`src/rtl/mem_bus_ctrl_if.sv`:
```
// CPU-side and memory-side signals of mem_bus_ctrl. The master modport is the controller's
// view; slave is the view of the environment that holds the CPU and the memory.
interface mem_bus_ctrl_if #(
    parameter int ADDR_W = 32
);
    logic              cpu_rd;
    logic              cpu_wr;
    logic [1:0]        cpu_size;
    logic [ADDR_W-1:0] cpu_addr;
    logic [47:0]       cpu_wdata;
    logic [47:0]       cpu_rdata;
    logic              cpu_enable;

    logic              mem_req;
    logic              mem_we;
    logic [ADDR_W-2:0] mem_addr;
    logic [1:0]        mem_be;
    logic [15:0]       mem_wdata;
    logic              mem_ack;
    logic [15:0]       mem_rdata;

    modport master (
        input  cpu_rd, cpu_wr, cpu_size, cpu_addr, cpu_wdata, mem_ack, mem_rdata,
        output cpu_rdata, cpu_enable, mem_req, mem_we, mem_addr, mem_be, mem_wdata
    );

    modport slave (
        output cpu_rd, cpu_wr, cpu_size, cpu_addr, cpu_wdata, mem_ack, mem_rdata,
        input  cpu_rdata, cpu_enable, mem_req, mem_we, mem_addr, mem_be, mem_wdata
    );
endinterface

```
`src/rtl/mem_bus_ctrl.sv`:
```
// Splits one CPU access of 1/2/4/6 bytes at any alignment into 16-bit memory beats and
// stalls the CPU through cpu_enable until the last beat has been acknowledged.
module mem_bus_ctrl #(
    parameter int ADDR_W = 32
) (
    input  logic           clk,
    input  logic           rst,
    mem_bus_ctrl_if.master bus
);

    typedef enum logic [1:0] {StIdle, StBeat, StDone} state_e;

    state_e            r_state;
    state_e            w_state_next;

    logic [ADDR_W-1:0] r_addr;
    logic [1:0]        r_size;
    logic [47:0]       r_wdata;
    logic              r_we;
    logic [1:0]        r_beat;
    logic [1:0]        r_last_beat;
    logic [55:0]       r_rd_wide;
    logic [47:0]       r_cpu_rdata;

    logic              r_mem_req;
    logic              r_mem_we;
    logic [ADDR_W-2:0] r_mem_addr;
    logic [1:0]        r_mem_be;
    logic [15:0]       r_mem_wdata;

    logic              w_req;
    logic              w_start;
    logic              w_ack;
    logic              w_last;

    logic [ADDR_W-1:0] w_src_addr;
    logic [1:0]        w_src_size;
    logic [47:0]       w_src_wdata;
    logic [1:0]        w_src_k;
    logic [63:0]       w_src_wide;
    logic [7:0]        w_src_mask;
    logic [ADDR_W-2:0] w_nx_addr;
    logic [1:0]        w_nx_be;
    logic [15:0]       w_nx_wdata;

    logic [15:0]       w_rd_beat;
    logic [55:0]       w_rd_merged;
    logic [47:0]       w_rd_final;

    // Byte-lane mask over the halfword-aligned window; bit j is byte (addr & ~1) + j.
    function automatic logic [7:0] f_lane_mask(input logic [1:0] size, input logic a0);
        logic [7:0] mask;
        case (size)
            2'd0:    mask = 8'h01;
            2'd1:    mask = 8'h03;
            2'd2:    mask = 8'h0F;
            default: mask = 8'h3F;
        endcase
        return mask << a0;
    endfunction

    function automatic logic [1:0] f_last_beat(input logic [1:0] size, input logic a0);
        logic [2:0] nbytes;
        logic [2:0] span;
        case (size)
            2'd0:    nbytes = 3'd1;
            2'd1:    nbytes = 3'd2;
            2'd2:    nbytes = 3'd4;
            default: nbytes = 3'd6;
        endcase
        span = {2'b00, a0} + nbytes - 3'd1;
        return span[2:1];
    endfunction

    assign w_req   = bus.cpu_rd | bus.cpu_wr;
    assign w_start = (r_state == StIdle) && w_req;
    assign w_ack   = r_mem_req & bus.mem_ack;
    assign w_last  = (r_beat == r_last_beat);

    // Beat 0 comes straight from the CPU inputs; later beats from the latched request.
    always_comb begin
        if (r_state == StIdle) begin
            w_src_addr  = bus.cpu_addr;
            w_src_size  = bus.cpu_size;
            w_src_wdata = bus.cpu_wdata;
            w_src_k     = 2'd0;
        end else begin
            w_src_addr  = r_addr;
            w_src_size  = r_size;
            w_src_wdata = r_wdata;
            w_src_k     = r_beat + 2'd1;
        end
    end

    always_comb begin
        w_src_wide = w_src_addr[0] ? {8'h00, w_src_wdata, 8'h00} : {16'h0000, w_src_wdata};
        w_src_mask = f_lane_mask(w_src_size, w_src_addr[0]);
        w_nx_be    = w_src_mask[{w_src_k, 1'b0} +: 2];
        w_nx_wdata = w_src_wide[{w_src_k, 4'b0000} +: 16];
        w_nx_addr  = w_src_addr[ADDR_W-1:1] + {{(ADDR_W-3){1'b0}}, w_src_k};
    end

    // Lanes outside the transfer are dropped so unused result bytes stay zero.
    always_comb begin
        w_rd_beat   = {bus.mem_rdata[15:8] & {8{r_mem_be[1]}},
                       bus.mem_rdata[7:0]  & {8{r_mem_be[0]}}};
        w_rd_merged = r_rd_wide | 56'(64'(w_rd_beat) << {r_beat, 4'b0000});
        w_rd_final  = r_addr[0] ? w_rd_merged[55:8] : w_rd_merged[47:0];
    end

    always_ff @(posedge clk or posedge rst) begin
        if (rst) begin
            r_state <= StIdle;
        end else begin
            r_state <= w_state_next;
        end
    end

    always_comb begin
        w_state_next = r_state;
        case (r_state)
            StIdle:  if (w_req) w_state_next = StBeat;
            StBeat:  if (w_ack && w_last) w_state_next = StDone;
            StDone:  w_state_next = StIdle;
            default: w_state_next = StIdle;
        endcase
    end

    always_comb begin
        bus.cpu_enable = ((r_state == StIdle) && !w_req) || (r_state == StDone);
        bus.cpu_rdata  = r_cpu_rdata;
        bus.mem_req    = r_mem_req;
        bus.mem_we     = r_mem_we;
        bus.mem_addr   = r_mem_addr;
        bus.mem_be     = r_mem_be;
        bus.mem_wdata  = r_mem_wdata;
    end

    always_ff @(posedge clk or posedge rst) begin
        if (rst) begin
            r_addr      <= '0;
            r_size      <= '0;
            r_wdata     <= '0;
            r_we        <= 1'b0;
            r_beat      <= '0;
            r_last_beat <= '0;
            r_rd_wide   <= '0;
            r_cpu_rdata <= '0;
            r_mem_req   <= 1'b0;
            r_mem_we    <= 1'b0;
            r_mem_addr  <= '0;
            r_mem_be    <= '0;
            r_mem_wdata <= '0;
        end else if (w_start) begin
            r_addr      <= bus.cpu_addr;
            r_size      <= bus.cpu_size;
            r_wdata     <= bus.cpu_wdata;
            r_we        <= bus.cpu_wr;
            r_beat      <= 2'd0;
            r_last_beat <= f_last_beat(bus.cpu_size, bus.cpu_addr[0]);
            r_rd_wide   <= '0;
            r_mem_req   <= 1'b1;
            r_mem_we    <= bus.cpu_wr;
            r_mem_addr  <= w_nx_addr;
            r_mem_be    <= w_nx_be;
            r_mem_wdata <= w_nx_wdata;
        end else if (w_ack) begin
            if (!r_we) begin
                r_rd_wide <= w_rd_merged;
            end
            if (w_last) begin
                r_mem_req <= 1'b0;
                r_mem_we  <= 1'b0;
                if (!r_we) begin
                    r_cpu_rdata <= w_rd_final;
                end
            end else begin
                r_beat      <= r_beat + 2'd1;
                r_mem_addr  <= w_nx_addr;
                r_mem_be    <= w_nx_be;
                r_mem_wdata <= w_nx_wdata;
            end
        end
    end

endmodule

```
`src/flat_wrapper.sv`:
```
// flat-port wrapper written by rule: the top's interface ports become plain ports
module mem_bus_ctrl_flat 
#(
    parameter int ADDR_W = 32
)
  (clk, rst, bus_cpu_rd, bus_cpu_wr, bus_cpu_size, bus_cpu_addr, bus_cpu_wdata, bus_mem_ack, bus_mem_rdata, bus_cpu_rdata, bus_cpu_enable, bus_mem_req, bus_mem_we, bus_mem_addr, bus_mem_be, bus_mem_wdata);
  mem_bus_ctrl_if #(.ADDR_W(ADDR_W)) bus_i ();
  input  logic clk;
  input  logic rst;
  input wire logic [$bits(bus_i.cpu_rd)-1:0] bus_cpu_rd;
  input wire logic [$bits(bus_i.cpu_wr)-1:0] bus_cpu_wr;
  input wire logic [$bits(bus_i.cpu_size)-1:0] bus_cpu_size;
  input wire logic [$bits(bus_i.cpu_addr)-1:0] bus_cpu_addr;
  input wire logic [$bits(bus_i.cpu_wdata)-1:0] bus_cpu_wdata;
  input wire logic [$bits(bus_i.mem_ack)-1:0] bus_mem_ack;
  input wire logic [$bits(bus_i.mem_rdata)-1:0] bus_mem_rdata;
  output wire logic [$bits(bus_i.cpu_rdata)-1:0] bus_cpu_rdata;
  output wire logic [$bits(bus_i.cpu_enable)-1:0] bus_cpu_enable;
  output wire logic [$bits(bus_i.mem_req)-1:0] bus_mem_req;
  output wire logic [$bits(bus_i.mem_we)-1:0] bus_mem_we;
  output wire logic [$bits(bus_i.mem_addr)-1:0] bus_mem_addr;
  output wire logic [$bits(bus_i.mem_be)-1:0] bus_mem_be;
  output wire logic [$bits(bus_i.mem_wdata)-1:0] bus_mem_wdata;
  assign bus_i.cpu_rd = bus_cpu_rd;
  assign bus_i.cpu_wr = bus_cpu_wr;
  assign bus_i.cpu_size = bus_cpu_size;
  assign bus_i.cpu_addr = bus_cpu_addr;
  assign bus_i.cpu_wdata = bus_cpu_wdata;
  assign bus_i.mem_ack = bus_mem_ack;
  assign bus_i.mem_rdata = bus_mem_rdata;
  assign bus_cpu_rdata = bus_i.cpu_rdata;
  assign bus_cpu_enable = bus_i.cpu_enable;
  assign bus_mem_req = bus_i.mem_req;
  assign bus_mem_we = bus_i.mem_we;
  assign bus_mem_addr = bus_i.mem_addr;
  assign bus_mem_be = bus_i.mem_be;
  assign bus_mem_wdata = bus_i.mem_wdata;
  mem_bus_ctrl #(.ADDR_W(ADDR_W)) u_core (.clk(clk), .rst(rst), .bus(bus_i));
endmodule
```
`config.mk`:
```
export PLATFORM = sky130hd
export DESIGN_NAME = mem_bus_ctrl_flat
export DESIGN_NICKNAME = d
export VERILOG_FILES = /design/src/rtl/mem_bus_ctrl_if.sv /design/src/rtl/mem_bus_ctrl.sv /design/src/flat_wrapper.sv
export SDC_FILE = /design/constraint.sdc
export NUM_CORES = 1
export LEC_CHECK = 0
export CAP_MARGIN = 20
export CORE_ASPECT_RATIO = 0.75
export CORE_MARGIN = 4
export CORE_UTILIZATION = 58
export DETAILED_ROUTE_END_ITERATION = 6
export PLACE_DENSITY = 0.95
export SLEW_MARGIN = 25
export SYNTH_ARGS = -nofsm -noshare
export SYNTH_HDL_FRONTEND = slang
export SYNTH_SLANG_ARGS = --single-unit
export TNS_END_PERCENT = 1
```
`constraint.sdc`:
```
create_clock -name clk -period 15.5 [get_ports clk]
set_clock_uncertainty 0.05 [all_clocks]
set_input_delay 1.55 -clock clk [delete_from_list [all_inputs] [get_ports clk]]
set_output_delay 1.55 -clock clk [all_outputs]
set_load 0.01 [all_outputs]
```
* Word-level counts from Yosys, hierarchy flattened *
Cells that the tools add are included.
W data, S select, Z words.

word-level totals
  flip-flop bits (word level) = 244
  input bits = 103
  output and inout bits = 100
  logic and storage cells = 86

operators by class
  $add $sub $neg = 4
  equal/unequal tests = 11
  shifts and indexed selects = 4
  muxes and demuxes = 31
  bitwise logic cells = 7
  reduce and logical (&&, ||, !) cells = 15

operators with widths
  cell                  count
  $mux W56              4
  $mux W48              2
  $mux W31              3
  $shiftx A64 B7 Y16    1
  $or A56 B56 Y56       1
  $shl A16 B6 Y56       1
  $mux W16              3
  $mux W32              1
  $add A31 B2 Y31       1
  $mux W2               10
  $pmux W6 S3           1
  $and A8 B8 Y8         2
  $pmux W3 S3           1
  $reduce_and A2 Y1     4
  $shiftx A8 B4 Y2      1
  $shl A6 B1 Y8         1
  $eq A2 B1 Y1 const B  3
  $eq A2 B2 Y1 const B  3
  $logic_not A2 Y1      3
  $ne A2 B1 Y1 const B  3
  $mux W1               4
  $pmux W2 S2           1
  $reduce_and A4 Y1     1
  $reduce_bool A2 Y1    2
  12 further kinds      15

* Longest topological paths before layout *
Gate-level depths: netlist of run 1.

  depth in word-level cells = 9
  mapped depth = 16

* Worst setup path after synthesis of run 1 *
Ideal clock, no wire load.

  path type = flip-flop to flip-flop
  start = reg u_core.r_state[0]
  end = reg u_core.r_mem_addr[30] (netlist: u_core.bus.mem_addr[30])
  data arrival time = 3.408 ns
  data required time = 15.356 ns
  slack = 11.948 ns
  cell stages (with the launch flop) = 16
  buffers on the path = 5
  clock period less this slack = 3.552 ns
  cells stage by stage = dfrtp_1 > buf_6 > or2_2 > buf_2 > buf_1 > buf_2 > buf_2 > nand2_1 > nand2_1 > ha_1 > inv_1 > fa_1 > a221oi_4 > nand4_1 > o311a_1 > a211oi_1

between the ends
  cells in the longest elaborated chain, start to end = 6

ends and longest elaborated chain
  element                              line                                    RTL
  start: declaration                   mem_bus_ctrl.sv:13                      state_e r_state;
  start signal: assignment             mem_bus_ctrl.sv:113                     r_state <= StIdle;
  start signal: assignment             mem_bus_ctrl.sv:115                     r_state <= w_state_next;
  $logic_not A2 Y1 *                   mem_bus_ctrl.sv:76, mem_bus_ctrl.sv:82
  $mux W32 or $mux W2 (tied branches)  mem_bus_ctrl.sv:82                      if (r_state == StIdle) begin
  $add A31 B2 Y31                      mem_bus_ctrl.sv:100                     w_nx_addr = w_src_addr[ADDR_W-1:1] + {{(ADDR_W-3){1'b0}}, w_src_k};
  $mux W31                             mem_bus_ctrl.sv:171                     if (w_last) begin
  $mux W31                             mem_bus_ctrl.sv:167                     end else if (w_ack) begin
  $mux W31                             mem_bus_ctrl.sv:154                     end else if (w_start) begin
  end signal: assignment               mem_bus_ctrl.sv:164                     r_mem_addr <= w_nx_addr;
  end signal: assignment               mem_bus_ctrl.sv:179                     r_mem_addr <= w_nx_addr;
  end: declaration                     mem_bus_ctrl.sv:27                      logic [ADDR_W-2:0] r_mem_addr;

Every way passes the cells marked *; elsewhere a longest branch is shown, timed or not. The select of a mux whose other input is x is not followed.
A chain may end at the register's enable or synchronous reset.

* Final worst setup path of run 1 *
  start = in bus_cpu_wr
  end = out bus_cpu_enable

between the ends
  cells in the longest elaborated chain, start to end = 4

ends and longest elaborated chain
  element              line                 RTL
  start: declaration   flat_wrapper.sv:11   input wire logic [$bits(bus_i.cpu_wr)-1:0] bus_cpu_wr;
  $or A1 B1 Y1         mem_bus_ctrl.sv:75   assign w_req = bus.cpu_rd | bus.cpu_wr;
  $logic_not A1 Y1     mem_bus_ctrl.sv:130  bus.cpu_enable = ((r_state == StIdle) && !w_req) || (r_state == StDone);
  $logic_and A1 B1 Y1  mem_bus_ctrl.sv:130
  $logic_or A1 B1 Y1   mem_bus_ctrl.sv:130
  end: declaration     flat_wrapper.sv:18   output wire logic [$bits(bus_i.cpu_enable)-1:0] bus_cpu_enable;

Every way passes these cells.

==> metrics.txt, run 1 <==
# TYPE chip_impl_metric gauge
chip_impl_metric{name="final_antenna_net_count",unit=""} 0
chip_impl_info{name="critPathKind",value="in -> out"} 1
chip_impl_info{name="most_common_cell_in_the_netlist",value="sky130_fd_sc_hd__nand2_1"} 1
chip_impl_metric{name="routabilityCongestion",unit=""} 0.908
chip_impl_metric{name="die-area",unit="mm2"} 0.0241
chip_impl_metric{name="syn-cell-area",unit="mm2"} 0.0126
chip_impl_metric{name="worst-slew-pin-transition",unit="ns"} 1.03
chip_impl_info{name="clock_tree.root_cell",value="sky130_fd_sc_hd__clkbuf_16"} 1
chip_impl_metric{name="worstRegToRegCells",unit=""} 12
chip_impl_info{name="launch_point_of_the_critical_path",value="bus_cpu_wr"} 1
chip_impl_info{name="reg2reg_to",value="u_core.bus.mem_addr[30]"} 1
chip_impl_metric{name="number_of_antenna_violations_at_the_first_check_in_global_routing",unit=""} 2
chip_impl_info{name="critical_path.cell_chain",value="clkdlybuf4s50_1 -> nor2_1 -> nor2_1 -> nor2_1 -> clkdlybuf4s50_1"} 1
chip_impl_metric{name="globalRouteTotalUtil",unit="%"} 31.2
chip_impl_info{name="status",value="complete, no violations"} 1
chip_impl_metric{name="yosysWarningCount",unit=""} 0
chip_impl_metric{name="r2r_setup_slack",unit="ns"} 11.04
chip_impl_metric{name="cp.buffers_inverters",unit=""} 2
chip_impl_metric{name="detail_route.drc_violations",unit=""} 0
chip_impl_metric{name="cts_post_setup_buffers_inserted",unit=""} 0
chip_impl_metric{name="clk_path_buf_depth",unit=""} 3
chip_impl_metric{name="fin_area",unit="mm2"} 0.0155
chip_impl_metric{name="worst_ep_arrival_time",unit="ns"} 3.10
chip_impl_metric{name="slew-limit-headroom",unit="%"} 31.4
chip_impl_metric{name="route.final.wire_length",unit="um"} 38400
chip_impl_info{name="cell_family_with_the_largest_share_of_critical_path_delay",value="buffers and inverters"} 1
chip_impl_metric{name="drt_iter0_markers",unit=""} 1859
chip_impl_metric{name="cts_max_level",unit=""} 1
chip_impl_metric{name="floorplan.io_pins",unit=""} 203
chip_impl_info{name="critPathSlowestCell",value="sky130_fd_sc_hd__clkdlybuf4s50_1"} 1
chip_impl_metric{name="first_pass_grt_wire_length",unit="um"} 60700
chip_impl_metric{name="timing_hold_violations_final",unit=""} 0
chip_impl_info{name="worst_path_most_repeated_cell",value="sky130_fd_sc_hd__nor2_1"} 1
chip_impl_info{name="hold_path.startpoint",value="u_core.bus.mem_addr[17]"} 1
chip_impl_metric{name="crit_fanout",unit=""} 4
chip_impl_metric{name="hpwlAfterDp",unit="um"} 25500
chip_impl_metric{name="vias_per_cell",unit=""} 6.40
chip_impl_metric{name="worstHoldPathCells",unit=""} 2
chip_impl_info{name="min_delay_worst_endpoint",value="u_core.bus.mem_addr[17]"} 1
chip_impl_metric{name="post_synth.cell_area_avg",unit="um2"} 8.80
chip_impl_metric{name="buffer_ports.inserted",unit=""} 202
chip_impl_metric{name="clock_slew_at_reported_path_ffs",unit="ns"} 0.06
chip_impl_metric{name="tritoncts_num_sinks",unit=""} 244
chip_impl_metric{name="timing.final.max_slew_violations",unit=""} 0
chip_impl_metric{name="synth_edf_count",unit=""} 0
chip_impl_metric{name="grt_start_max_net_pins",unit=""} 117
chip_impl_metric{name="synth.yosys.seq_area_share",unit="%"} 48.5
chip_impl_metric{name="cts_resized",unit=""} 0
chip_impl_metric{name="layout-drive-gt1-share",unit="%"} 7.43
chip_impl_info{name="synthTopCellsByArea",value="sky130_fd_sc_hd__dfrtp_1 (49%), sky130_fd_sc_hd__nand2_1 (11%), sky130_fd_sc_hd__o21ai_0 (6.0%)"} 1
chip_impl_metric{name="total_grt_overflow",unit=""} 0
chip_impl_metric{name="synth.ff_latch_count",unit=""} 244
chip_impl_metric{name="clock.fmax",unit="GHz"} 0.213
chip_impl_metric{name="netlist-cell-type-count",unit=""} 72
chip_impl_metric{name="final-setup-viol-count",unit=""} 0
chip_impl_info{name="r2r-start",value="u_core.r_state[0]"} 1
chip_impl_metric{name="post-route-min-period",unit="ns"} 4.70
chip_impl_metric{name="drt_pass1_iterations",unit=""} 6
chip_impl_info{name="yosys-top-cells-count",value="sky130_fd_sc_hd__nand2_1 (384), sky130_fd_sc_hd__dfrtp_1 (244), sky130_fd_sc_hd__o21ai_0 (150), sky130_fd_sc_hd__nor2_1 (109), sky130_fd_sc_hd__clkbuf_1 (74)"} 1
chip_impl_info{name="startpoint_type",value="input port"} 1
chip_impl_info{name="synth_flop_cell",value="sky130_fd_sc_hd__dfrtp_1"} 1
chip_impl_metric{name="cts_buffers",unit=""} 25
chip_impl_metric{name="fillCellCount",unit=""} 1425
chip_impl_metric{name="critPathMaxStageDelay",unit="ns"} 0.55
chip_impl_metric{name="standard_cell_rows",unit=""} 46
chip_impl_metric{name="ys_async_sr_fraction",unit="%"} 100
chip_impl_metric{name="synthDominantCellAreaShare",unit="%"} 48.5
chip_impl_metric{name="netlist_instances",unit=""} 1430
chip_impl_metric{name="ir_drop",unit="mV"} 0.0743
chip_impl_metric{name="floorplan.initialDensity",unit="%"} 59.3
chip_impl_metric{name="via_count",unit=""} 12027
chip_impl_info{name="tritoncts",value="done"} 1
chip_impl_metric{name="leakagePower",unit="nW"} 6.80
chip_impl_metric{name="worstSkewPairLatency",unit="ns"} 0.53
chip_impl_metric{name="vias_in_the_first_global_route",unit=""} 11311
chip_impl_metric{name="wl_per_cell",unit="um"} 20.4
chip_impl_info{name="grt_setup_unrepaired",value="false"} 1
chip_impl_metric{name="cap_violations",unit=""} 0
chip_impl_metric{name="synth_fp_nets",unit=""} 1537
chip_impl_metric{name="final_net_count",unit=""} 1677
chip_impl_info{name="setup.worst_path.end_class",value="output port"} 1
chip_impl_metric{name="die_y",unit="um"} 136
chip_impl_metric{name="pwr_density_cell",unit="mW/mm2"} 89.7
chip_impl_metric{name="design.core.area",unit="mm2"} 0.0212
chip_impl_metric{name="post_synthesis_to_final_layout_area_growth",unit="%"} 23.5
chip_impl_info{name="worstHoldPathType",value="reg -> reg"} 1
chip_impl_metric{name="timing.critical_path.required",unit="ns"} 13.90
chip_impl_metric{name="final.period_utilization",unit="%"} 30.3
chip_impl_metric{name="finalSetupTns",unit="ns"} 0
chip_impl_info{name="synth_area_leader_cell",value="sky130_fd_sc_hd__dfrtp_1"} 1
chip_impl_metric{name="power.total",unit="mW"} 1.39
chip_impl_metric{name="dieWidth",unit="um"} 178
chip_impl_metric{name="dpl-instance-area",unit="mm2"} 0.0147
chip_impl_metric{name="cts_hold_repair.buffers",unit=""} 0
power by group:
group / switching (mW) / leakage [nW] / internal, mW / total, mW
logic: 0.0518 / 3.19 / 0.0504 / 0.102
registers: 0.0159 / 3.21 / 0.654 / 0.670
clock network: 0.265 / 0.399 / 0.358 / 0.623
layout by cell type, fill, tap and decap left out, types with 10 or more instances in the layout:
cell,n
sky130_fd_sc_hd__a211oi_1,15
sky130_fd_sc_hd__a21oi_1,46
sky130_fd_sc_hd__a311oi_1,11
sky130_fd_sc_hd__a31oi_1,55
sky130_fd_sc_hd__buf_4,16
sky130_fd_sc_hd__clkbuf_16,25
sky130_fd_sc_hd__clkdlybuf4s50_1,202
sky130_fd_sc_hd__dfrtp_1,243
sky130_fd_sc_hd__inv_1,11
sky130_fd_sc_hd__mux2_2,29
sky130_fd_sc_hd__mux2i_1,36
sky130_fd_sc_hd__nand2_1,384
sky130_fd_sc_hd__nand3_1,10
sky130_fd_sc_hd__nor2_1,104
sky130_fd_sc_hd__o211ai_1,19
sky130_fd_sc_hd__o21ai_0,150
sky130_fd_sc_hd__o21bai_1,16
sky130_fd_sc_hd__xnor2_1,10
sky130_fd_sc_hd__xor2_1,10
how the worst max path moves through the flow:
stage / to / slack, ns / depth (start not counted)
2_1_floorplan: u_core.bus.cpu_rdata[0] / 7.20 / 1
3_3_place_gp: bus_cpu_enable / 10.88 / 5
3_5_place_dp: bus_cpu_enable / 10.85 / 5
4_1_cts: bus_cpu_enable / 10.83 / 5
5_1_grt: bus_cpu_enable / 10.75 / 5
6_report: bus_cpu_enable / 10.80 / 5
cell type report:
class,count,area [um2],area share [%]
clock inverter,18,190,1.22
tap,288,360,2.32
inverter,12,52.6,0.338
clock buffer,28,657,4.23
multi-input combinational,1068,6020,38.7
antenna,2,5.00,0.0322
sequential,244,6110,39.3
timing repair buffer,219,2150,13.9
state kept, by name (all words and copies together) (netlist names), 2 cells and up:
signal	count
u_core.r_beat	2
u_core.bus.mem_addr	31
u_core.r_last_beat	2
u_core.r_state	2
u_core.r_rd_wide	56
u_core.r_addr	32
u_core.r_wdata	48
u_core.bus.cpu_rdata	48
u_core.bus.mem_wdata	16
u_core.bus.mem_be	2
u_core.r_size	2
layer usage:
layer,part of all wire (%),global-route usage (%)
met5,0,0
met4,2.8,9.83
met3,13,7.62
met2,43,44.8
met1,41,47.0
cell families after synthesis:
kind of cell | synth area share [%]
flip-flops | 48.5
buffers and inverters | 4.12
adder cells (fa/ha/maj) | 0.457
multiplexers | 5.64
XOR/XNOR | 1.39
AO/OA/AOI/OAI | 20.3
AND/OR/NAND/NOR | 19.6
worst reg2reg max path, stage by stage (launching register included):
cell,delay (ns)
sky130_fd_sc_hd__dfrtp_1,0.43
sky130_fd_sc_hd__buf_4,0.40
sky130_fd_sc_hd__or2_2,0.64
sky130_fd_sc_hd__buf_4,0.56
sky130_fd_sc_hd__nand2_1,0.10
sky130_fd_sc_hd__nand2_1,0.09
sky130_fd_sc_hd__ha_1,0.18
sky130_fd_sc_hd__inv_1,0.07
sky130_fd_sc_hd__fa_1,0.49
sky130_fd_sc_hd__a221oi_4,0.40
sky130_fd_sc_hd__nand4_1,0.35
sky130_fd_sc_hd__o311a_1,0.44
sky130_fd_sc_hd__a211oi_1,0.16
metrics by stage:
step | hold slack (ns) | std cells | util [%] | setup WS (ns)
CTS | 0.428 | 1877 | 73.1 | 10.83
finish | 0.426 | 1879 | 73.2 | 10.80
floorplan | 0.389 | 1430 | - | 7.20
global placement | 0.406 | 1831 | 69.1 | 10.88
detailed placement | 0.414 | 1831 | 69.1 | 10.85
global route | 0.442 | 1879 | 73.2 | 10.75
No activity file was read; power rests on OpenSTA's default activity.
==> run 2, diff against run 1 <==
CORE_UTILIZATION = 54   (was 58)
PLACE_DENSITY = 0.9   (was 0.95)
clock period = 4.8 ns   (was 15.5 ns; I/O delays follow)
==> run 2 against run 1 <==
  * Critical endpoint is now u_core.bus.mem_addr[30]
  * Clock power increased to 3.3 times the previous value
  * Count of clock-buffer cells in the layout grew 3
  * Worst hold slack got worse by 0.00056 ns
  * Sequential share of layout area down 0.20 points
  * Flip-flop and latch count is the same
==> metrics.txt, run 2 (synthesis gave the netlist of run 1 again) <==
# TYPE chip_impl_metric gauge
chip_impl_info{name="status",value="complete, no violations"} 1
chip_impl_info{name="cell_family_with_the_largest_share_of_critical_path_delay",value="compound AO/OA/AOI/OAI gates"} 1
chip_impl_metric{name="vias_in_the_first_global_route",unit=""} 11604
chip_impl_info{name="final_cell_mix",value="sky130_fd_sc_hd__nand2_1 (384), sky130_fd_sc_hd__dfrtp_1 (243), sky130_fd_sc_hd__clkdlybuf4s50_1 (202), sky130_fd_sc_hd__o21ai_0 (150), sky130_fd_sc_hd__nor2_1 (105)"} 1
chip_impl_info{name="globalRoute.busiestLayer",value="met1"} 1
chip_impl_metric{name="worst-slew-pin-transition",unit="ns"} 0.856
chip_impl_metric{name="final.period_utilization",unit="%"} 77.4
chip_impl_info{name="top_register",value="u_core.r_rd_wide"} 1
chip_impl_metric{name="timing.critical_path.required",unit="ns"} 5.18
chip_impl_metric{name="cts_hold_repair.buffers",unit=""} 0
chip_impl_info{name="tritoncts",value="done"} 1
chip_impl_metric{name="leakagePower",unit="nW"} 6.85
chip_impl_info{name="launch_point_of_the_critical_path",value="u_core.r_beat[1]"} 1
chip_impl_metric{name="timing.final.max_slew_violations",unit=""} 0
chip_impl_metric{name="fin_area",unit="mm2"} 0.0156
chip_impl_metric{name="met2_usage",unit="%"} 43.3
chip_impl_info{name="worstHoldPathType",value="in -> async"} 1
chip_impl_metric{name="standard_cell_rows",unit=""} 48
chip_impl_metric{name="floorplan.initialDensity",unit="%"} 54.9
chip_impl_metric{name="routabilityCongestion",unit=""} 0.904
chip_impl_metric{name="final_net_count",unit=""} 1682
chip_impl_metric{name="final-setup-viol-count",unit=""} 0
chip_impl_metric{name="worstSetupPathDepth",unit=""} 8
chip_impl_info{name="grt_setup_unrepaired",value="false"} 1
chip_impl_metric{name="post-route-min-period",unit="ns"} 3.72
chip_impl_metric{name="timing_hold_violations_final",unit=""} 0
chip_impl_metric{name="power.combinational.fraction",unit="%"} 7.4
chip_impl_metric{name="total_grt_overflow",unit=""} 0
chip_impl_metric{name="number_of_antenna_violations_at_the_first_check_in_global_routing",unit=""} 1
chip_impl_metric{name="total_switching_power",unit="mW"} 1.05
chip_impl_metric{name="finalSetupTns",unit="ns"} 0
chip_impl_info{name="reg2reg_to",value="u_core.bus.mem_addr[30]"} 1
chip_impl_metric{name="wl_per_cell",unit="um"} 20.7
chip_impl_info{name="setup.worst_path.end_class",value="flip-flop"} 1
chip_impl_metric{name="final_antenna_net_count",unit=""} 0
chip_impl_metric{name="dieWidth",unit="um"} 184
chip_impl_metric{name="globalRouteTotalUtil",unit="%"} 29.7
chip_impl_metric{name="grt_util_met1",unit="%"} 44.9
chip_impl_metric{name="post-place-ws",unit="ns"} 1.25
chip_impl_info{name="critPathKind",value="reg -> reg"} 1
chip_impl_metric{name="utilization",unit="%"} 68.1
chip_impl_metric{name="clock_power_share",unit="%"} 45.0
chip_impl_metric{name="clock.fmax",unit="GHz"} 0.269
chip_impl_metric{name="hpwlAfterDp",unit="um"} 26700
chip_impl_metric{name="vias_per_cell",unit=""} 6.30
chip_impl_metric{name="r2r_setup_slack",unit="ns"} 1.08
chip_impl_info{name="critPathSlowestCell",value="sky130_fd_sc_hd__nand2b_1"} 1
chip_impl_metric{name="final_cells",unit=""} 1893
chip_impl_metric{name="pwr-share-seq",unit="%"} 47.5
chip_impl_metric{name="cts_buffers",unit=""} 25
chip_impl_metric{name="worstSkewPairLatency",unit="ns"} 0.53
chip_impl_metric{name="dpl-instance-area",unit="mm2"} 0.0147
chip_impl_metric{name="tritoncts_num_sinks",unit=""} 244
chip_impl_metric{name="cts_max_level",unit=""} 1
chip_impl_metric{name="layout-drive-gt1-share",unit="%"} 7.47
chip_impl_metric{name="clock_slew_at_reported_path_ffs",unit="ns"} 0.06
chip_impl_metric{name="cts_post_setup_buffers_inserted",unit=""} 0
chip_impl_metric{name="route.final.wire_length",unit="um"} 39200
chip_impl_info{name="critical_path.cell_chain",value="nand2b_1 -> a21oi_1 -> inv_1 -> fa_1 -> a221oi_4 -> nand4_1 -> o311a_1 -> a211oi_1"} 1
chip_impl_metric{name="grt_start_max_net_pins",unit=""} 149
chip_impl_metric{name="drt_pass1_iterations",unit=""} 6
chip_impl_metric{name="hold_ws",unit="ns"} 0.426
chip_impl_metric{name="fillCellCount",unit=""} 1736
chip_impl_metric{name="via_count",unit=""} 11927
chip_impl_info{name="layout_commonest_cell",value="sky130_fd_sc_hd__nand2_1"} 1
chip_impl_metric{name="post_synthesis_to_final_layout_area_growth",unit="%"} 24.1
chip_impl_metric{name="first_pass_grt_wire_length",unit="um"} 62700
chip_impl_metric{name="largest_register_ff_count",unit=""} 56
chip_impl_metric{name="die_y",unit="um"} 140
chip_impl_metric{name="cp.buffers_inverters",unit=""} 1
chip_impl_metric{name="die-area",unit="mm2"} 0.0258
chip_impl_metric{name="design.core.area",unit="mm2"} 0.0229
chip_impl_metric{name="ir_drop",unit="mV"} 0.330
chip_impl_info{name="clock_tree.root_cell",value="sky130_fd_sc_hd__clkbuf_16"} 1
chip_impl_metric{name="crit_fanout",unit=""} 15
chip_impl_metric{name="critPathMaxStageDelay",unit="ns"} 0.57
chip_impl_metric{name="buffer_ports.inserted",unit=""} 202
chip_impl_metric{name="slew-limit-headroom",unit="%"} 43.0
chip_impl_metric{name="drt_iter0_markers",unit=""} 1523
chip_impl_metric{name="clk_path_buf_depth",unit=""} 3
chip_impl_info{name="startpoint_type",value="flip-flop"} 1
chip_impl_metric{name="pwr_density_cell",unit="mW/mm2"} 292
chip_impl_info{name="r2r-start",value="u_core.r_beat[1]"} 1
chip_impl_metric{name="worstRegToRegCells",unit=""} 8
chip_impl_info{name="critPathCapture",value="u_core.bus.mem_addr[30]"} 1
chip_impl_metric{name="internal_power",unit="mW"} 3.51
chip_impl_metric{name="power.total",unit="mW"} 4.56
chip_impl_metric{name="floorplan.io_pins",unit=""} 203
chip_impl_metric{name="detail_route.drc_violations",unit=""} 0
chip_impl_metric{name="placedCellCount",unit=""} 1848
chip_impl_metric{name="final.setup.worst_slack",unit="ns"} 1.08
chip_impl_metric{name="net_switching_share_of_the_total_power",unit="%"} 23.0
chip_impl_metric{name="cap_violations",unit=""} 0
chip_impl_metric{name="cts_resized",unit=""} 0
chip_impl_metric{name="worst_ep_arrival_time",unit="ns"} 4.10
chip_impl_metric{name="global_route.usage.met3",unit="%"} 7.29
[run 2: cell types whose count changed in the layout (fill, tap and decap cells not counted)]
cell | before | now
sky130_fd_sc_hd__clkinv_4 | 1 | 0
sky130_fd_sc_hd__inv_8 | 1 | 0
sky130_fd_sc_hd__clkinvlp_4 | 7 | 3
sky130_fd_sc_hd__buf_4 | 16 | 20
sky130_fd_sc_hd__nor2_2 | 4 | 3
sky130_fd_sc_hd__nor2_1 | 104 | 105
sky130_fd_sc_hd__buf_6 | 1 | 0
sky130_fd_sc_hd__bufinv_16 | 3 | 4
sky130_fd_sc_hd__clkbuf_1 | 1 | 2
sky130_fd_sc_hd__buf_12 | 0 | 2
sky130_fd_sc_hd__diode_2 | 2 | 1
sky130_fd_sc_hd__clkbuf_8 | 2 | 4
[run 2: worst min-delay path by stage]
| stage | end | cells past startpoint | slack (ns) |
|---|---|---|---|
| 2_1_floorplan | u_core.r_addr[11] | 2 | 0.39 |
| 3_3_place_gp | u_core.r_rd_wide[28] | 2 | 0.40 |
| 3_5_place_dp | u_core.r_addr[31] | 2 | 0.41 |
| 4_1_cts | u_core.r_wdata[26] | 3 | 0.42 |
| 5_1_grt | u_core.r_wdata[36] | 3 | 0.43 |
| 6_report | u_core.bus.cpu_rdata[2] | 3 | 0.43 |
[run 2: per-layer routing]
metal	vias up	routed length [um]	share of wire, %
met5	-	0	0
met1	5626	16200	41
met2	857	16700	43
met4	0	1250	3.2
met3	131	5110	13
li1	5313	-	-
[run 2: worst min-delay path, stage by stage]
cell and delay, ns:
sky130_fd_sc_hd__clkdlybuf4s50_1 0.44, sky130_fd_sc_hd__clkinvlp_4 0.12, sky130_fd_sc_hd__buf_12 0.40
[run 2: power groups by stage]
| stage | registers [mW] | logic (mW) | clock network (mW) |
|---|---|---|---|
| final | 2.17 | 0.339 | 2.05 |
| after global routing | 2.17 | 0.371 | 2.17 |
| after CTS | 2.16 | 0.337 | 2.07 |
| after detailed placement | 2.20 | 0.334 | 0 |
| after global placement | 2.20 | 0.324 | 0 |
| after floorplan | 2.19 | 0.149 | 0 |
[run 2: layout make-up]
| class | instances | area [um2] | share of cell area, % |
|---|---|---|---|
| inverter | 12 | 48.8 | 0.312 |
| sequential | 244 | 6110 | 39.1 |
| antenna | 1 | 2.50 | 0.0160 |
| clock inverter | 13 | 174 | 1.11 |
| multi-input combinational | 1068 | 6010 | 38.5 |
| tap | 300 | 375 | 2.40 |
| timing repair buffer | 224 | 2210 | 14.2 |
| clock buffer | 31 | 688 | 4.40 |
==> run 3, diff against run 2 <==
clock period = 3.65 ns   (was 4.8 ns; I/O delays follow)
==> run 3 against run 2 <==
  * The run now ends with DRC left
  * Via count rose by 0.77%
  * Wire length decreased by 0.54%
  * Worst hold slack lost 0.17 ns
  * Utilization hardly changed
  * Register-to-register slack got worse by 0.94 ns
  * First-iteration DRC count increased by 22%
  * Count of clock-buffer cells in the layout up 8
  * Final cell count grew 0.37%
  * Sequential power up 31%
  * Largest power group unchanged
  * Highest routed layer unchanged
==> metrics.txt, run 3 (synthesis gave the netlist of run 1 again) <==
# TYPE chip_impl_metric gauge
chip_impl_metric{name="timing.final.max_slew_violations",unit=""} 0
chip_impl_metric{name="timing.critical_path.required",unit="ns"} 4.03
chip_impl_info{name="layout_commonest_cell",value="sky130_fd_sc_hd__nand2_1"} 1
chip_impl_metric{name="worst_ep_arrival_time",unit="ns"} 3.88
chip_impl_metric{name="timing_hold_violations_final",unit=""} 0
chip_impl_metric{name="final_net_count",unit=""} 1690
chip_impl_info{name="critPathKind",value="reg -> reg"} 1
chip_impl_info{name="worstHoldPathType",value="in -> async"} 1
chip_impl_metric{name="pwr_density_cell",unit="mW/mm2"} 374
chip_impl_metric{name="clock.fmax",unit="GHz"} 0.286
chip_impl_metric{name="via_count",unit=""} 12019
chip_impl_metric{name="post_synthesis_to_final_layout_area_growth",unit="%"} 24.2
chip_impl_metric{name="vias_per_cell",unit=""} 6.33
chip_impl_info{name="launch_point_of_the_critical_path",value="u_core.r_beat[1]"} 1
chip_impl_metric{name="globalRouteTotalUtil",unit="%"} 29.6
chip_impl_metric{name="cts_post_setup_buffers_inserted",unit=""} 0
chip_impl_metric{name="grt_start_max_net_pins",unit=""} 134
chip_impl_metric{name="design.core.area",unit="mm2"} 0.0229
chip_impl_metric{name="finalSetupTns",unit="ns"} 0
chip_impl_metric{name="clk_path_buf_depth",unit=""} 3
chip_impl_metric{name="cap_violations",unit=""} 0
chip_impl_info{name="failed_checks",value="DRC"} 1
chip_impl_info{name="setup.worst_path.end_class",value="flip-flop"} 1
chip_impl_metric{name="slew-limit-headroom",unit="%"} 28.1
chip_impl_metric{name="multiInputGateArea",unit="mm2"} 0.00600
chip_impl_metric{name="routabilityCongestion",unit=""} 0.912
chip_impl_metric{name="floorplan.initialDensity",unit="%"} 54.9
chip_impl_metric{name="largest_register_ff_count",unit=""} 56
chip_impl_metric{name="detail_route.drc_violations",unit=""} 4
chip_impl_metric{name="antenna_cells",unit=""} 0
chip_impl_metric{name="floorplan.io_pins",unit=""} 203
chip_impl_metric{name="cts_buffers",unit=""} 25
chip_impl_info{name="clock_tree.root_cell",value="sky130_fd_sc_hd__clkbuf_16"} 1
chip_impl_metric{name="total_grt_overflow",unit=""} 0
chip_impl_info{name="r2r-start",value="u_core.r_beat[1]"} 1
chip_impl_metric{name="clock_slew_at_reported_path_ffs",unit="ns"} 0.07
chip_impl_info{name="tritoncts",value="done"} 1
chip_impl_metric{name="layout-drive-gt1-share",unit="%"} 7.38
chip_impl_metric{name="ir_drop",unit="mV"} 0.312
chip_impl_metric{name="hpwlAfterDp",unit="um"} 26200
chip_impl_metric{name="crit_fanout",unit=""} 14
chip_impl_metric{name="die_y",unit="um"} 140
chip_impl_metric{name="final_antenna_net_count",unit=""} 0
chip_impl_info{name="top_register",value="u_core.r_rd_wide"} 1
chip_impl_metric{name="buffer_ports.inserted",unit=""} 202
chip_impl_info{name="startpoint_type",value="flip-flop"} 1
chip_impl_metric{name="number_of_antenna_violations_at_the_first_check_in_global_routing",unit=""} 0
chip_impl_info{name="final_cell_mix",value="sky130_fd_sc_hd__nand2_1 (384), sky130_fd_sc_hd__dfrtp_1 (243), sky130_fd_sc_hd__clkdlybuf4s50_1 (202), sky130_fd_sc_hd__o21ai_0 (150), sky130_fd_sc_hd__nor2_1 (106)"} 1
chip_impl_metric{name="die-area",unit="mm2"} 0.0258
chip_impl_metric{name="cts_hold_repair.buffers",unit=""} 0
chip_impl_metric{name="wl_per_cell",unit="um"} 20.5
chip_impl_metric{name="worstSkewPairLatency",unit="ns"} 0.54
chip_impl_metric{name="route.final.wire_length",unit="um"} 39000
chip_impl_info{name="status",value="finished, violations left"} 1
chip_impl_metric{name="cts_max_level",unit=""} 1
chip_impl_metric{name="dieWidth",unit="um"} 184
chip_impl_metric{name="post-route-min-period",unit="ns"} 3.50
chip_impl_metric{name="final.period_utilization",unit="%"} 95.9
chip_impl_metric{name="drt_iter0_markers",unit=""} 1863
chip_impl_metric{name="ff_latch_area",unit="mm2"} 0.00611
chip_impl_metric{name="placedCellCount",unit=""} 1856
chip_impl_info{name="grt_setup_unrepaired",value="false"} 1
chip_impl_metric{name="drt_pass1_iterations",unit=""} 7
chip_impl_metric{name="final-setup-viol-count",unit=""} 0
chip_impl_metric{name="tritoncts_num_sinks",unit=""} 244
chip_impl_metric{name="fillCellCount",unit=""} 1767
chip_impl_metric{name="vias_in_the_first_global_route",unit=""} 11666
chip_impl_metric{name="first_pass_grt_wire_length",unit="um"} 62700
chip_impl_metric{name="leakagePower",unit="nW"} 6.87
chip_impl_metric{name="final_cells",unit=""} 1900
chip_impl_metric{name="cts_resized",unit=""} 0
chip_impl_metric{name="worst-slew-pin-transition",unit="ns"} 1.08
chip_impl_metric{name="standard_cell_rows",unit=""} 48
## run 3: cell count changes in the layout (fill, tap and decap cells not counted), moves of 2 or more
cell and change:
sky130_fd_sc_hd__clkinvlp_4 -2, sky130_fd_sc_hd__clkbuf_8 +2, sky130_fd_sc_hd__clkbuf_1 +6, sky130_fd_sc_hd__buf_4 +5
sky130_fd_sc_hd__buf_12 +2, sky130_fd_sc_hd__clkinv_2 -3, sky130_fd_sc_hd__bufinv_16 -3
## run 3: metal layers
layer / vias up / routed length (um) / track usage, %
met3: 106 / 4470 / 7.17
met2: 816 / 16900 / 43.0
li1: 5326 / - / -
met5: - / 0 / 0
met1: 5771 / 16600 / 44.9
met4: 0 / 1080 / 7.58
## run 3: cell type report
class / instances / share of cell area [%]
clock buffer: 39 / 4.72
clock inverter: 5 / 0.416
inverter: 12 / 0.312
multi-input combinational: 1068 / 38.4
sequential: 244 / 39.1
tap: 300 / 2.40
timing repair buffer: 232 / 14.7
## run 3: stage by stage
| step | setup slack, ns | hold slack (ns) | util (%) | instance area (um2) | power, mW |
|---|---|---|---|---|---|
| 6_report | 0.148 | 0.251 | 68.1 | 15600 | 5.85 |
| 3_3_place_gp | 0.513 | 0.405 | 64.6 | 14800 | 3.32 |
| 5_1_grt | 0.0123 | 0.307 | 68.1 | 15600 | 6.02 |
| 2_1_floorplan | 0.0312 | 0.389 | - | 12600 | 3.07 |
| 4_1_cts | 0.216 | 0.256 | 68.1 | 15600 | 5.86 |
| 3_5_place_dp | 0.368 | 0.415 | 64.6 | 14800 | 3.33 |
## run 3: worst max-delay path, cell delays in order (launching register included)
cell	delay, ns
sky130_fd_sc_hd__dfrtp_1	0.56
sky130_fd_sc_hd__nand2b_1	0.26
sky130_fd_sc_hd__a21oi_1	0.37
sky130_fd_sc_hd__inv_1	0.16
sky130_fd_sc_hd__fa_1	0.58
sky130_fd_sc_hd__a221oi_4	0.40
sky130_fd_sc_hd__nand4_1	0.34
sky130_fd_sc_hd__o311a_1	0.45
sky130_fd_sc_hd__a211oi_1	0.22
## run 3: final timing paths
kind	end	slack, ns	cells past startpoint
setup / recovery	u_core.bus.mem_addr[30]	0.15	8
hold / removal	u_core.r_wdata[41]	0.25	2
setup reg to reg	u_core.bus.mem_addr[30]	0.15	8
hold reg to reg	u_core.r_rd_wide[28]	0.43	2
max in group asynchronous	u_core.r_addr[13]	2.37	3
min in group clk	u_core.r_wdata[22]	0.30	3
## run 3: where the power goes
group          internal (mW)  switching, mW  total, mW
combinational          0.220          0.227      0.447
clock                   1.46           1.09       2.56
sequential              2.78         0.0705       2.85
total                   4.46           1.39       5.85
